===== src/rtl/down_counter.sv =====
// ---------------------------------------------------------------------------
// down_counter
//   Loadable down-counter / timer. A load captures a start value and arms the
//   counter. Each enabled clock then decrements it, and Expire pulses for one
//   cycle on the step that reaches zero. It never wraps below zero.
//
//   Optional feature macro: DOWN_COUNTER_RELOAD_EN
//     undefined : one-shot. The counter parks in EXPIRED at zero.
//     defined   : periodic. On the expiring step it reloads the last loaded
//                 value and stays in RUN.
//
// Parameters
//   WIDTH         width of Data, Q and the reload register (default 4)
//
// Ports
//   clock         single clock, all state updates on posedge
//   reset         asynchronous, active-low clear of all state
//   Data          start value, sampled when Set_Enable=1
//   Set_Enable    synchronous load request (wins over Count_Enable)
//   Count_Enable  synchronous decrement request (honoured only in RUN)
//   Q             current count, registered
//   Busy          registered, 1 while in RUN
//   Expire        registered one-cycle pulse on the expiring decrement
//
// State     | meaning
// ----------+---------------------------------------------------------
// IDLE      | after reset, never loaded; Count_Enable ignored, Q = 0
// RUN       | armed and counting on Count_Enable
// EXPIRED   | reached zero (or loaded with zero); holds Q = 0
// ---------------------------------------------------------------------------
module down_counter #(
    parameter int WIDTH = 4
) (
    input  logic             clock,
    input  logic             reset,
    input  logic [WIDTH-1:0] Data,
    input  logic             Set_Enable,
    input  logic             Count_Enable,
    output logic [WIDTH-1:0] Q,
    output logic             Busy,
    output logic             Expire
);

    typedef enum logic [1:0] {
        IDLE    = 2'd0,
        RUN     = 2'd1,
        EXPIRED = 2'd2
    } state_t;

    localparam logic [WIDTH-1:0] ONE = WIDTH'(1);

    state_t state;

`ifdef DOWN_COUNTER_RELOAD_EN
    logic [WIDTH-1:0] reload;
`endif

    always_ff @(posedge clock or negedge reset) begin
        if (!reset) begin
            state  <= IDLE;
            Q      <= '0;
            Busy   <= 1'b0;
            Expire <= 1'b0;
`ifdef DOWN_COUNTER_RELOAD_EN
            reload <= '0;
`endif
        end else begin
            // Expire is a pulse. It is cleared every cycle unless the
            // expiring branch below sets it again.
            Expire <= 1'b0;

            if (Set_Enable) begin
                Q <= Data;
`ifdef DOWN_COUNTER_RELOAD_EN
                reload <= Data;
`endif
                if (Data != '0) begin
                    state <= RUN;
                    Busy  <= 1'b1;
                end else begin
                    // A zero load is already expired and gives no pulse.
                    state <= EXPIRED;
                    Busy  <= 1'b0;
                end
            end else if ((state == RUN) && Count_Enable) begin
                if (Q > ONE) begin
                    Q <= Q - ONE;
                end else if (Q == ONE) begin
                    Expire <= 1'b1;
`ifdef DOWN_COUNTER_RELOAD_EN
                    Q      <= reload;
`else
                    Q      <= '0;
                    state  <= EXPIRED;
                    Busy   <= 1'b0;
`endif
                end
                // Q == 0 cannot occur in RUN. If it does, Q holds, so the
                // counter never wraps.
            end
        end
    end

endmodule


===== config.mk =====
export PLATFORM = sky130hd
export DESIGN_NAME = down_counter
export DESIGN_NICKNAME = d
export VERILOG_FILES = /design/src/rtl/down_counter.sv
export SDC_FILE = /design/constraint.sdc
export NUM_CORES = 1
export LEC_CHECK = 0
export BUFFER_PORTS_ARGS = -buffer_cell sky130_fd_sc_hd__buf_2
export CORE_AREA = 2 2 39 41
export CTS_BUF_LIST = sky130_fd_sc_hd__clkbuf_4 sky130_fd_sc_hd__clkbuf_8 sky130_fd_sc_hd__clkbuf_16
export DETAILED_ROUTE_END_ITERATION = 16
export DIE_AREA = 0 0 41 43
export REMOVE_ABC_BUFFERS = 1
export SLEW_MARGIN = 20
export SYNTH_ARGS = -nofsm -noshare
export SYNTH_HDL_FRONTEND = slang
export SYNTH_SLANG_ARGS = --single-unit

===== constraint.sdc =====
create_clock -name clock -period 2.5 [get_ports clock]
set_input_delay 0.25 -clock clock [delete_from_list [all_inputs] [get_ports clock]]
set_output_delay 0.25 -clock clock [all_outputs]
set_load 0.02 [all_outputs]

---- Word level (Yosys, flattened, before mapping) ----
Cells that the tools add are included.
cells by class
  $lt $le $gt $ge ......................... 1
  reductions and logical operators ........ 7
  equality and inequality tests ........... 3
  muxes and demuxes ....................... 18
  add/sub/neg operators ................... 1
operators by type and width
  kind                                                                  number
  4-bit two-way mux                                                     4
  2-bit two-way mux                                                     5
  1-bit two-way mux                                                     9
  4-bit by 1-bit == test with 1-bit output, second input constant       1
  4-bit by 1-bit > comparator with 1-bit output, second input constant  1
  2-bit nonzero test                                                    2
  4-bit nonzero test                                                    1
  4-bit by 1-bit subtractor with 4-bit output, second input constant    1
  3-bit AND reduction                                                   1
  3-bit nonzero test                                                    1
  2-bit by 1-bit == test with 1-bit output, second input constant       1
  2-bit != test, second input constant                                  1
  2-bit AND reduction                                                   1
  1-bit logical AND                                                     1
word-level totals
  bits of input ports ..................... 8
  output and inout port bits .............. 6
  bits in registers ....................... 8

---- Logic depth before layout (Yosys ltp) ----
Gate-level depths: netlist of run 1.
  depth in word-level cells ............... 5
  gate-level depth with buffers ........... 6
  gate-level depth less buffers ........... 6

---- Least setup slack after synthesis of run 1 ----
Ideal clock, no wire load.
  kind .................................... reg-to-reg
  start ................................... register Q[0]
  end ..................................... register Q[0]
  cell stages (with the launch flop) ...... 7
  arrival ................................. 1411 ps
  clock period less this slack ............ 1536 ps
  slack ................................... 964 ps
  required time ........................... 2375 ps
  library setup time ...................... 125 ps
  buffers on the path ..................... 0
  path through ............................ dfrtp_1 > inv_1 > ha_1 > nor4b_1 > o21ai_1 > o31ai_1 > mux2_2
between the ends
  longest elaborated chain between the ends .. 4
  elaborated cells between the ends (all ways) .. 8
  classes of those cells .................. 1 x add/sub; 1 x order compare; 1 x eq/ne; 3 x mux; 2 x reduce/logical
RTL lines
  what                                                                                                                 RTL line  source
  from (decl)                                                                                                          39        output logic [WIDTH-1:0] Q,
  from (signal assigned)                                                                                               73        Q <= Data;
  from (signal assigned)                                                                                               87        Q <= Q - ONE;
  4-bit by 1-bit subtractor with 4-bit output / 4-bit by 1-bit > comparator with 1-bit output (equally long branches)  87, 86
  4-bit two-way mux                                                                                                    86        if (Q > ONE) begin
  4-bit two-way mux                                                                                                    85        end else if ((state == RUN) && Count_Enable) begin
  4-bit two-way mux                                                                                                    72        if (Set_Enable) begin
Parallel ways exist; a longest one is shown, timed or not. The select of a mux whose other input is x is not followed.
A chain may end at the register's enable or synchronous reset.

---- Worst setup path after layout of run 1 ----
  start ................................... register Q[0]
  end ..................................... register Q[1]
The elaborated chain is that of the path after synthesis.

==> flow_summary_export.csv, run 1 <==
group,metric,value,unit
detailed_routing,vias,398,
detailed_routing,drt_iter0_markers,12,
detailed_routing,drt-vias-per-instance,5.31,
setup_path,cp_top_family,"flip-flops",
power_and_ir_drop,pwr-share-seq,0.398,
floorplan,fp.coreArea,0.00138,mm²
clocking,insertion_delay,0.24,ns
detailed_routing,wirelength,901,µm
global_routing,grt_max_degree,10,
yosys,synthFlopType,"dfrtp_1",
clocking,cts_root_buffer,"clkbuf_4",
yosys,ys_warn_count,0,
yosys,synthTopCellsByCount,"dfrtp_1 (7), inv_1 (3), mux2_2 (3), nand2_1 (3), nor2_1 (3)",
yosys,yosysSeqAreaShare,0.412,
finish,area_growth,28.5,%
yosys,ys_ff_latch,7,
setup_path,crit_chain,"inv_1 > ha_1 > nor2_1 > a32oi_1 > o221ai_1 > mux2_2",
power_and_ir_drop,p_int,242,µW
yosys,yosysTopAreaCell,"dfrtp_1",
finish,drive_gt1_frac,0.356,
sta,hold_slack,0.252,ns
power_and_ir_drop,ir_drop,0.000315,V
power_and_ir_drop,p_comb_frac,0.291,
floorplan,fp.dieH,43,µm
run_status,outcome,"complete, no violations",
global_routing,grt_pass1_vias,357,
sta,tns,0,ns
detailed_routing,antenna_left,0,
sta,maxSlewViolCount,0,
setup_path,endpoint_kind,"register",
clocking,post_cts_resized,0,
yosys,synth_top_area_share,0.412,
sta,fin_crit_sh,0.609,
setup_path,slowest_stage,"dfrtp_1",
clocking,cts_tree,"done",
yosys,syn_area,425,µm²
power_and_ir_drop,swShare,0.314,
floorplan,ios,14,
job,maxCapViolations,0,
finish,diodes,0,
sta,hold_viol,0,
power_and_ir_drop,p_per_area,646,mW/mm²
yosys,synth_most_common_cell,"dfrtp_1",
finish,nFillCells,139,
sta,relSlewSlack,0.783,
power_and_ir_drop,p_sw,111,µW
clocking,cts_made_buffers,3,
setup_path,critPathMaxStageDelay,0.43,ns
floorplan,die-area,0.00176,mm²
clocking,cts_max_level,1,
setup_path,crit_type,"register to register",
sta,clock_skew,0.000746,ns
setup_path,cp.arrival,1.65,ns
finish,final_nets,70,
floorplan,die_w,41,µm
placement,globalplace.congestion,0.784,
global_routing,grt_first_pass_wirelength,1460,µm
placement,io_buffers,13,
sta,finalSetupViolCount,0,
power_and_ir_drop,p_leak,0.000260,µW
detailed_routing,wl_per_cell,12.0,µm
sta,rsz0062_at_grt,"false",
detailed_routing,drc,0,
global_routing,antenna_found_initial,0,
finish,multi_input_area,235,µm²
yosys,synth_cells,42,
placement,placed_cell_area,507,µm²
power_and_ir_drop,p_clk_frac,0.311,
yosys,synth_edf_count,0,
floorplan,start_util,0.307,
sta,worst_pin_slew,0.324,ns
global_routing,grt_overflow,0,
detailed_routing,drt_pass1_iterations,4,
global_routing,grt_util_all_layers,0.129,
setup_path,start_kind,"register",
placement,dpl.hpwl,678,µm
sta,layout_min_cycle_time,1.52,ns
yosys,synth.distinct_cells,26,
clocking,clock-sinks,7,
power_and_ir_drop,power.total,353,µW
yosys,async_reset_ff_frac,1.00,
floorplan,rows,14,
clocking,clkSlewWorstSetupHoldPaths,0.05,ns
setup_path,cp_num_buf_inv,1,
worst_hold_path,min_path_type,"primary input to register",
yosys,syn_avg_cell_area,10.1,µm²
clocking,clockBufferDepth,2,
yosys,ys_top_cells_by_area,"dfrtp_1 (41%), mux2_2 (7.9%), ha_1 (5.9%)",
sta,timing.fmax,657,MHz
finish,seq_area,175,µm²
setup_path,crit_fanout,7,
setup_path,worstPathRequired,2.63,ns
finish,fin_area,547,µm²
[layout by cell type, fill, tap and decap left out, drive strengths merged, types with 2 or more instances in the layout]
| cell type | instances |
|---|---|
| o21ai | 2 |
| dfrtp | 7 |
| inv | 3 |
| nor3 | 2 |
| nor2 | 3 |
| nand2 | 3 |
| mux2 | 4 |
| clkbuf | 4 |
| ha | 2 |
| buf | 13 |
[through the flow]
stage,utilization,cells,setup slack (ns)
finish,0.395,75,0.977
global route,0.395,75,0.819
CTS,0.395,75,0.963
detailed placement,0.366,70,0.970
global placement,0.366,70,0.939
floorplan,-,41,0.964
[state kept, by name (all words and copies together) (netlist names)]
register	cells
Q	4
state	2
Expire	1
[cell type report]
type / instances / share of cell area
repair buffers: 14 / 0.137
multi-input cells: 31 / 0.430
inverters: 3 / 0.0206
well taps: 16 / 0.0366
flip-flops and latches: 7 / 0.320
clock buffers: 4 / 0.0549
[final timing paths]
check,from,to,slack [ns],cells past startpoint
worst max register to register,Q[0],Q[1],0.98,6
worst min register to register,state[1],state[1],0.55,2
max in group asynchronous,reset,state[1],1.98,2
worst max-delay path,Q[0],Q[1],0.98,6
min in group asynchronous,reset,Q[2],0.36,2
worst min-delay path,Data[3],Q[3],0.25,2
[per-layer routing]
layer | global-route usage | wire (µm)
met1 | 0.147 | 414
met2 | 0.184 | 455
met3 | 0.0471 | 31
met4 | 0.100 | 0
met5 | 0 | 0
[what timing repair did]
action                     CTS  global route
hold endpoints to repair     7             0
hold buffers                 1             0
setup endpoints to repair    0             0
setup buffers                0             0
[power groups by stage]
stage / Sequential [µW] / Clock [µW] / Combinational, µW
after global routing: 143 / 124 / 116
after global placement: 141 / 0 / 101
after CTS: 140 / 115 / 103
after floorplan: 153 / 0 / 56.0
final: 141 / 110 / 103
after detailed placement: 142 / 0 / 102
[cell families (layout without fill, tap and decap cells)]
group | count (synthesis) | in the layout | synth area share
flip-flops | 7 | 7 | 0.412
multiplexers | 4 | 4 | 0.106
AND/OR/NAND/NOR | 15 | 15 | 0.224
adder cells (fa/ha/maj) | 2 | 2 | 0.0588
buffers and inverters | 4 | 21 | 0.0353
AO/OA/AOI/OAI | 10 | 10 | 0.165
Note: power is estimated with default switching activity, not from simulation.
==> inputs of run 2 (changes only) <==
--- a/config.mk
+++ b/config.mk
@@ -5,6 +5,7 @@
 export SDC_FILE = /design/constraint.sdc
 export NUM_CORES = 1
 export LEC_CHECK = 0
+export ABC_AREA = 1
 export BUFFER_PORTS_ARGS = -buffer_cell sky130_fd_sc_hd__buf_2
 export CORE_AREA = 2 2 39 41
 export CTS_BUF_LIST = sky130_fd_sc_hd__clkbuf_4 sky130_fd_sc_hd__clkbuf_8 sky130_fd_sc_hd__clkbuf_16
==> constraint.sdc (replaced) <==
create_clock -name clock -period 1.4 [get_ports clock]
set_input_delay 0.14 -clock clock [delete_from_list [all_inputs] [get_ports clock]]
set_output_delay 0.14 -clock clock [all_outputs]
set_load 0.02 [all_outputs]
==> flow_summary_export.csv, run 2 <==
group,metric,value,unit
global_routing,grt_max_degree,9,
yosys,ys_top_cells_by_area,"dfrtp_1 (40%), nand2_1 (21%), inv_1 (6.0%)",
yosys,ys_ff_latch,7,
finish,multi_input_area,231,µm²
sta,rsz0062_at_grt,"false",
sta,layout_min_cycle_time,1.30,ns
finish,mostFrequentLayoutCell,"nand2_1",
setup_path,worstReg2RegEnd,"Q[0]",
yosys,ys_warn_count,0,
placement,placed_cell_area,526,µm²
finish,final_cells,96,
finish,seq_area,175,µm²
power_and_ir_drop,p_leak,0.000326,µW
setup_path,rr_worst_depth,7,
global_routing,grt_overflow,0,
yosys,synth.distinct_cells,16,
clocking,cts_tree,"done",
detailed_routing,antenna_left,0,
clocking,clkSlewWorstSetupHoldPaths,0.06,ns
yosys,async_reset_ff_frac,1.00,
clocking,clock-sinks,7,
floorplan,fp.dieH,43,µm
worst_hold_path,hold-path-cell-count,2,
setup_path,critPathMaxStageDelay,0.39,ns
yosys,syn_area,440,µm²
setup_path,crit_chain,"inv_1 > ha_2 > o21ai_1 > nand2_1 > o21ai_0 > nand2_1 > nand2_1",
worst_hold_path,hold_path_end,"Expire",
finish,regMostFlops,"Q",
global_routing,grt_pass1_vias,369,
detailed_routing,wl_per_cell,9.92,µm
placement,io_buffers,13,
global_routing,grt_first_pass_wirelength,1450,µm
yosys,synth_top_area_share,0.398,
finish,nFillCells,157,
yosys,syn_avg_cell_area,7.22,µm²
yosys,synthTopCellsByCount,"nand2_1 (25), dfrtp_1 (7), inv_1 (7)",
setup_path,slowest_stage,"dfrtp_1",
global_routing,grt_util_all_layers,0.130,
detailed_routing,drt_pass1_iterations,4,
finish,final_nets,91,
yosys,synth_most_common_cell,"nand2_1",
run_status,outcome,"complete, no violations",
placement,dpl.hpwl,780,µm
floorplan,die-area,0.00176,mm²
yosys,yosysSeqAreaShare,0.398,
sta,timing.fmax,769,MHz
job,maxCapViolations,0,
global_routing,antenna_found_initial,0,
finish,final_cell_mix,"nand2_1 (25), buf_2 (13), dfrtp_1 (7), inv_1 (7)",
finish,drive_gt1_frac,0.300,
floorplan,fp.coreArea,0.00138,mm²
sta,fin_crit_sh,0.929,
sta,maxSlewViolCount,0,
placement,dp_cells,90,
finish,fin_area,573,µm²
detailed_routing,vias,433,
clocking,cts_root_buffer,"clkbuf_4",
setup_path,crit_type,"register to register",
finish,area_growth,30.1,%
yosys,yosysTopAreaCell,"dfrtp_1",
detailed_routing,drc,0,
floorplan,start_util,0.318,
setup_path,start_kind,"register",
detailed_routing,drt-vias-per-instance,4.51,
placement,globalplace.congestion,0.698,
floorplan,ios,14,
sta,clock_skew,0.00675,ns
power_and_ir_drop,p_per_area,1850,mW/mm²
setup_path,reg2reg_slack,0.1,ns
finish,final_util,0.414,
sta,finalSetupViolCount,0,
power_and_ir_drop,power.total,1060,µW
finish,largest_reg_flops,4,
finish,reg_top3,"Q x4, state x2, Expire x1",
setup_path,path_common_cell,"nand2_1",
finish,diodes,0,
setup_path,cp.arrival,1.49,ns
setup_path,endpoint_kind,"register",
yosys,synth_cells,61,
power_and_ir_drop,ir_drop,0.000626,V
clocking,clockBufferDepth,2,
sta,worst_pin_slew,0.230,ns
detailed_routing,drt_iter0_markers,7,
setup_path,r2r-start,"Q[0]",
clocking,insertion_delay,0.25,ns
worst_hold_path,min-delay-start,"Set_Enable",
setup_path,crit_fanout,5,
floorplan,die_w,41,µm
sta,hold_viol,0,
sta,tns,0,ns
yosys,synth_edf_count,0,
setup_path,worstPathRequired,1.59,ns
clocking,cts_made_buffers,3,
floorplan,rows,14,
detailed_routing,wirelength,952,µm
sta,relSlewSlack,0.845,
worst_hold_path,min_path_type,"primary input to register",
clocking,cts_max_level,1,
yosys,synthFlopType,"dfrtp_1",
==> run 2: final cells by class <==
| class | instances | area share |
|---|---|---|
| clock buffer | 3 | 0.0393 |
| clock inverter | 1 | 0.00873 |
| multi-input combinational | 45 | 0.404 |
| tap | 16 | 0.0349 |
| timing repair buffer | 15 | 0.144 |
| inverter | 9 | 0.0633 |
| sequential | 7 | 0.306 |
==> run 2: cells by family (layout without fill, tap and decap cells) <==
logic type	after synthesis	after routing	share of synthesized area
flops	7	7	0.398
xor+xnor	1	1	0.0199
simple gates	35	35	0.358
buf+inv	9	28	0.0824
fa+ha+maj	2	2	0.0568
compound gates	7	7	0.0852
==> run 2: worst max-delay path: cells and delay by family, from the launching register on <==
family	cells	cell delay [ns]
AO/OA/AOI/OAI	2	0.31
adder cells (fa/ha/maj)	1	0.21
buffers and inverters	1	0.09
flip-flops	1	0.39
AND/OR/NAND/NOR	3	0.24
==> run 2: timing repair <==
action | CTS | global route
hold buffers | 1 | 0
resized for setup | 0 | 3
setup buffers | 0 | 1
endpoints found under the setup margin | 0 | 4
hold endpoints to repair | 7 | 0
==> run 2: worst max-delay path by stage <==
stage | startpoint | endpoint | depth (start not counted)
after floorplan | Q[0] | Q[0] | 7
after global placement | Q[0] | Q[2] | 7
after detailed placement | Q[0] | Q[2] | 7
after CTS | Q[0] | Q[2] | 7
after global routing | Q[1] | Q[3] | 7
final | Q[0] | Q[0] | 7
==> run 2: stage by stage <==
step / setup WS [ns] / hold WS [ns]
3_5_place_dp: 0.0604 / -0.0164
3_3_place_gp: 0.105 / -0.0214
6_report: 0.0994 / 0.156
2_1_floorplan: 0.0559 / -0.156
5_1_grt: 0.0114 / 0.161
4_1_cts: 0.0551 / 0.153
==> run 2: where the power goes <==
| part | internal [µW] | switching, µW | leakage (µW) |
|---|---|---|---|
| clock | 104 | 75.8 | 0.0000177 |
| sequential | 265 | 79.1 | 0.0000868 |
| combinational | 213 | 324 | 0.000221 |
==> run 2: routing by layer <==
metal,routed length (µm),global-route usage
met4,12,0.120
met5,0,0
met3,58,0.0314
met2,476,0.181
met1,405,0.152
